File: src/rtl/led_div_seq.sv
// led_div_seq: steps the led_cnt divider (div/wren pair) through a small
// programmable table, holding each entry for a programmable number of dwell
// ticks and wrapping at the end. A level request/acknowledge override lets
// another agent take over the divider for as long as it holds the request.
//
// Ports:
//   clk100       system clock (100 MHz)
//   rstn         asynchronous active-low reset
//   enable_i     run the sequence while high
//   tbl_we_i     table write strobe (one entry per cycle)
//   tbl_addr_i   table entry index for writes
//   tbl_div_i    divider value to store
//   tbl_dwell_i  dwell in ticks to store (0 behaves as 1)
//   ovr_req_i    override request (level)
//   ovr_div_i    override divider value, sampled on grant
//   ovr_ack_o    override granted
//   div_o        divider value to led_cnt
//   wren_o       one-cycle load strobe, coincident with a new div_o
//   step_o       current table index
//   busy_o       high whenever the sequencer is not idle
module led_div_seq #(
  parameter int unsigned NUM_STEPS   = 4,
  parameter int unsigned DIVW        = 5,
  parameter int unsigned DWELLW      = 16,
  parameter int unsigned TICK_CYCLES = 100000,
  localparam int unsigned IDXW       = $clog2(NUM_STEPS)
) (
  input  logic              clk100,
  input  logic              rstn,
  input  logic              enable_i,
  input  logic              tbl_we_i,
  input  logic [IDXW-1:0]   tbl_addr_i,
  input  logic [DIVW-1:0]   tbl_div_i,
  input  logic [DWELLW-1:0] tbl_dwell_i,
  input  logic              ovr_req_i,
  input  logic [DIVW-1:0]   ovr_div_i,
  output logic              ovr_ack_o,
  output logic [DIVW-1:0]   div_o,
  output logic              wren_o,
  output logic [IDXW-1:0]   step_o,
  output logic              busy_o
);

  localparam int unsigned PREW  = $clog2(TICK_CYCLES);
  // Table is sized to the full index range so any address is a legal write.
  localparam int unsigned DEPTH = 1 << IDXW;

  typedef enum logic [1:0] {
    ST_IDLE,
    ST_LOAD,
    ST_DWELL,
    ST_OVR
  } state_e;

  state_e            state_q;
  logic [DIVW-1:0]   div_q;
  logic              wren_q;
  logic              ack_q;
  logic [IDXW-1:0]   step_q;
  logic [DWELLW-1:0] dwl_q;
  logic [PREW-1:0]   pre_q;
  logic [DIVW-1:0]   tbl_div_q   [DEPTH];
  logic [DWELLW-1:0] tbl_dwell_q [DEPTH];

  always_ff @(posedge clk100 or negedge rstn) begin
    if (!rstn) begin
      state_q <= ST_IDLE;
      div_q   <= '0;
      wren_q  <= 1'b0;
      ack_q   <= 1'b0;
      step_q  <= '0;
      dwl_q   <= '0;
      pre_q   <= '0;
      for (int unsigned i = 0; i < DEPTH; i++) begin
        tbl_div_q[i]   <= '0;
        tbl_dwell_q[i] <= DWELLW'(1);
      end
    end else begin
      wren_q <= 1'b0;

      // LOAD below reads the pre-write contents when both hit the same entry.
      if (tbl_we_i) begin
        tbl_div_q[tbl_addr_i]   <= tbl_div_i;
        tbl_dwell_q[tbl_addr_i] <= tbl_dwell_i;
      end

      case (state_q)
        ST_IDLE: begin
          if (ovr_req_i) begin
            state_q <= ST_OVR;
            div_q   <= ovr_div_i;
            wren_q  <= 1'b1;
            ack_q   <= 1'b1;
          end else if (enable_i) begin
            state_q <= ST_LOAD;
          end
        end

        ST_LOAD: begin
          if (!enable_i) begin
            state_q <= ST_IDLE;
          end else begin
            state_q <= ST_DWELL;
            div_q   <= tbl_div_q[step_q];
            wren_q  <= 1'b1;
            dwl_q   <= (tbl_dwell_q[step_q] == '0) ? DWELLW'(1) : tbl_dwell_q[step_q];
            pre_q   <= '0;
          end
        end

        ST_DWELL: begin
          // Override beats both a disable and a simultaneous dwell expiry.
          if (ovr_req_i) begin
            state_q <= ST_OVR;
            div_q   <= ovr_div_i;
            wren_q  <= 1'b1;
            ack_q   <= 1'b1;
          end else if (!enable_i) begin
            state_q <= ST_IDLE;
          end else if (pre_q == PREW'(TICK_CYCLES - 1)) begin
            pre_q <= '0;
            // dwl_q is never loaded below 1, so expiry is its last tick.
            if (dwl_q == DWELLW'(1)) begin
              state_q <= ST_LOAD;
              step_q  <= (step_q == IDXW'(NUM_STEPS - 1)) ? '0 : step_q + IDXW'(1);
            end else begin
              dwl_q <= dwl_q - DWELLW'(1);
            end
          end else begin
            pre_q <= pre_q + PREW'(1);
          end
        end

        ST_OVR: begin
          if (!ovr_req_i) begin
            ack_q   <= 1'b0;
            state_q <= enable_i ? ST_LOAD : ST_IDLE;
          end
        end

        default: state_q <= ST_IDLE;
      endcase
    end
  end

  assign div_o     = div_q;
  assign wren_o    = wren_q;
  assign ovr_ack_o = ack_q;
  assign step_o    = step_q;
  assign busy_o    = (state_q != ST_IDLE);

endmodule
File: config.mk
export PLATFORM = sky130hd
export DESIGN_NAME = led_div_seq
export DESIGN_NICKNAME = d
export VERILOG_FILES = /design/src/rtl/led_div_seq.sv
export SDC_FILE = /design/constraint.sdc
export NUM_CORES = 1
export LEC_CHECK = 0
export ABC_AREA = 1
export CAP_MARGIN = 20
export CORE_MARGIN = 2
export CORE_UTILIZATION = 58
export CTS_BUF_LIST = sky130_fd_sc_hd__clkbuf_2
export CTS_CLUSTER_SIZE = 14
export DETAILED_ROUTE_END_ITERATION = 10
export GPL_ROUTABILITY_DRIVEN = 0
export PLACE_DENSITY = 0.86
export SLEW_MARGIN = 20
export SYNTH_ARGS = -nofsm -noshare
export SYNTH_HDL_FRONTEND = slang
export SYNTH_SLANG_ARGS = --single-unit
File: constraint.sdc
create_clock -name clk100 -period 1.9 [get_ports clk100]
set_clock_uncertainty 0.1 [all_clocks]
set_input_delay 0.38 -clock clk100 [delete_from_list [all_inputs] [get_ports clk100]]
set_output_delay 0.38 -clock clk100 [all_outputs]
set_load 0.005 [all_outputs]
==> run metrics <==
GRT Overall Usage=26.18%; PortBufs=42; first-pass GRT wire length=26410 microns; Num CTS Buffers=17; Area Growth Syn to Fin=19.88%; Synth async-reset ratio=100.0%; final antenna-violating net count=0; Clock transition at path regs=210 ps; highest clock rate=0.5303 GHz; Util after Layout=71.99%; Tot Pwr=8.458 mW; Post-Synthesis Cells=847; Core Box Area=10980 sq um; clock tree root buffer cell=clkbuf_2; PnR worst setup slack=14.36 ps; CP max FO=2; Tcrit/Tclk final=99.24%; vias per inst=5.557; Hold Path Class=input pin to async pin; Leak Pwr=3.788 nW; PD cells=1070 nW/um^2; via count=5957; DRT Wirelength=15830 microns; Yosys reg bits=128; Int Pwr=5.202 mW; CTS H-tree lvls=4; Max stage delay cell, worst path=dfrtp_2; final hold viol count=0; Chip Height=110.6 microns; Slew HR=69.67%; R2R cell count=11; Ys Warns=0; min Tclk post-route=1886 ps; Req. time, crit path=1420 ps; Comb power frac=37.0%; crit path DAT=1410 ps; layout cells sized above 1=16.85%; Initial Utilization=60.05%; Top Ports=43; CP max stage delay=460 ps; Post-synth top flop=dfrtp_1; TritonCTS clock tree=built; placed cells=1018; dpl ws=50.98 ps; Yosys cell types=41; RSZ-0062 raised after global routing=true; status=completed; DRC viols=0; largest net degree at the start of global routing=67; DRT iter0 DRCs=629; die area=12240 sq um; initial antenna violation count=0; number of diodes=0; Largest delay share family, worst path=flip-flops; RR Endpoint=step_o[0]; sequential area share after synthesis=48.64%; Die W=110.6 microns; WS Path Type=flip-flop to primary output; Fillers=802; post-synthesis instance area=6595 sq um; reg-to-reg startpoint=pre_q[0]; Buf/Inv on CP=2; part of the power in registers=43.4%; # clock sinks=128; wire per inst=14.76 microns; fin nets=956; Least-Margin Pin Slew=455.0 ps; Pre-antenna DRT Iters=5; gr ovfl total=0; Clock Path Buffers=2; post-detail-place hpwl=9666 microns; max-slew violation count=0; Worst R2R Setup Slack=20 ps; Max Cap Viol=0; worst skew pair latency=690 ps; Net Switching=3.256 mW; setup violators final=0; CP Launch Type=flip-flop; Post-synth EDFFs=0; Net Sw Frac=38.49%; critical-path cell list=nor2_4, inv_2, buf_6; number of global-route vias before repair=5704; Hold Slack=130.1 ps; CP endpoint kind=primary output; non-filler cells, final=1072; row count=38; Syn Area/Cell=7.786 sq um; worst vdd ir=0.6461 mV; share of power burned in the clock network=19.6%; Synthesized Nets=884
==> synth_stat cells, types with 6 or more instances <==
cell,number,area [sq um]
inv_2,8,30.03
o21ai_0,114,570.6
o21ai_2,12,105.1
dfrtp_1,124,3103
a21oi_1,21,105.1
nand2_1,254,953.4
inv_1,65,244.0
nor2_1,65,244.0
o21ai_1,9,45.04
nand2_2,9,56.30
clkbuf_1,18,67.56
nand3_1,70,350.3
nand4_1,6,37.54
buf_2,12,60.06
o22ai_1,6,37.54
==> layer usage <==
| metal | vias up | global-route usage (%) | wire (microns) |
|---|---|---|---|
| met1 | 2824 | 34.57 | 6669 |
| met4 | 0 | 10.42 | 364 |
| met3 | 33 | 5.434 | 943 |
| met5 | - | 0 | 0 |
| li1 | 2895 | - | - |
| met2 | 205 | 42.49 | 7851 |
==> logic make-up after synthesis <==
group | share of synthesized area (%)
adder cells (fa/ha/maj) | 0.7589
AO/OA/AOI/OAI | 13.89
buffers and inverters | 7.778
flip-flops | 48.64
multiplexers | 0.1518
XOR/XNOR | 0.5313
AND/OR/NAND/NOR | 28.25
==> cell type report <==
cell class	count	area, sq um	share of cell area (%)
sequential	128	3212	40.62
multi-input combinational	604	2928	37.03
timing repair buffer	91	1055	13.34
inverter	77	302.8	3.830
tap	140	175.2	2.216
clock inverter	13	138.9	1.757
clock buffer	19	95.09	1.203
==> cells in the final DEF, fill, tap and decap left out, types with 4 or more instances in the layout <==
cell             netlist  layout
clkdlybuf4s50_1        0      31
inv_2                  8       7
dfstp_2                4       4
o21ai_0              114     112
o22ai_1                6       5
buf_12                 1      12
buf_6                  2       4
a21oi_1               21      21
clkinv_2               1       5
dfrtp_1              124     121
o21ai_1                9      11
nand3_1               70      69
clkbuf_2               0      19
o21ai_2               12      12
nor2_1                65      60
nor2_4                 3       4
clkdlybuf4s15_1        0       6
nor2_2                 4       8
buf_4                  4      30
nand4_1                6       6
inv_1                 65      65
nor3_2                 4       4
nand2_1              254     248
nand2_2                9      15
==> power by group through the flow <==
stage	registers [mW]	clock network [mW]	logic, mW
floorplan	3.62	0	2.01
global placement	3.69	0	2.76
detailed placement	3.71	0	2.84
CTS	3.64	1.68	2.92
global route	3.73	1.80	3.53
finish	3.67	1.66	3.13
==> registers in the layout, indices dropped and copies added (netlist names) <==
signal,flops
tbl_div_q,20
step_o,2
state_q,2
dwl_q,16
wren_o,1
div_o,5
pre_q,17
tbl_dwell_q,64
ovr_ack_o,1
==> what timing repair did <==
item                                    CTS  global route
cloned                                    2             3
endpoints found under the setup margin   10            24
buffers inserted                          9             7
hold buffers                              1             0
pin swaps                                 1             5
endpoints found under the hold margin   128             0
resized for setup                        25            31
==> worst reg2reg max path, cell delays in order (launching register included) <==
cell and delay (ps):
dfrtp_1 440, ha_2 190, nand3_1 120, clkinv_2 110, nand2_4 80, nor2_4 100
nand3_4 80, buf_4 160, nor2_2 120, nand2_2 80, o21ai_1 140, inv_1 50
==> worst max-delay path by stage <==
stage | start | to | depth (start not counted)
floorplan | pre_q[0] | dwl_q[1] | 12
global placement | enable_i | pre_q[16] | 7
detailed placement | enable_i | pre_q[11] | 7
CTS | step_o[0] | step_o[0] | 2
global route | state_q[0] | busy_o | 3
finish | state_q[0] | busy_o | 3
==> through the flow <==
step | setup TNS (ps) | area [sq um]
3_5_place_dp | 0 | 7313
3_3_place_gp | 0 | 7313
4_1_cts | -119.8 | 7695
5_1_grt | -183.5 | 7906
2_1_floorplan | 0 | 6595
6_report | 0 | 7906
(Power assumes the default switching activity.)
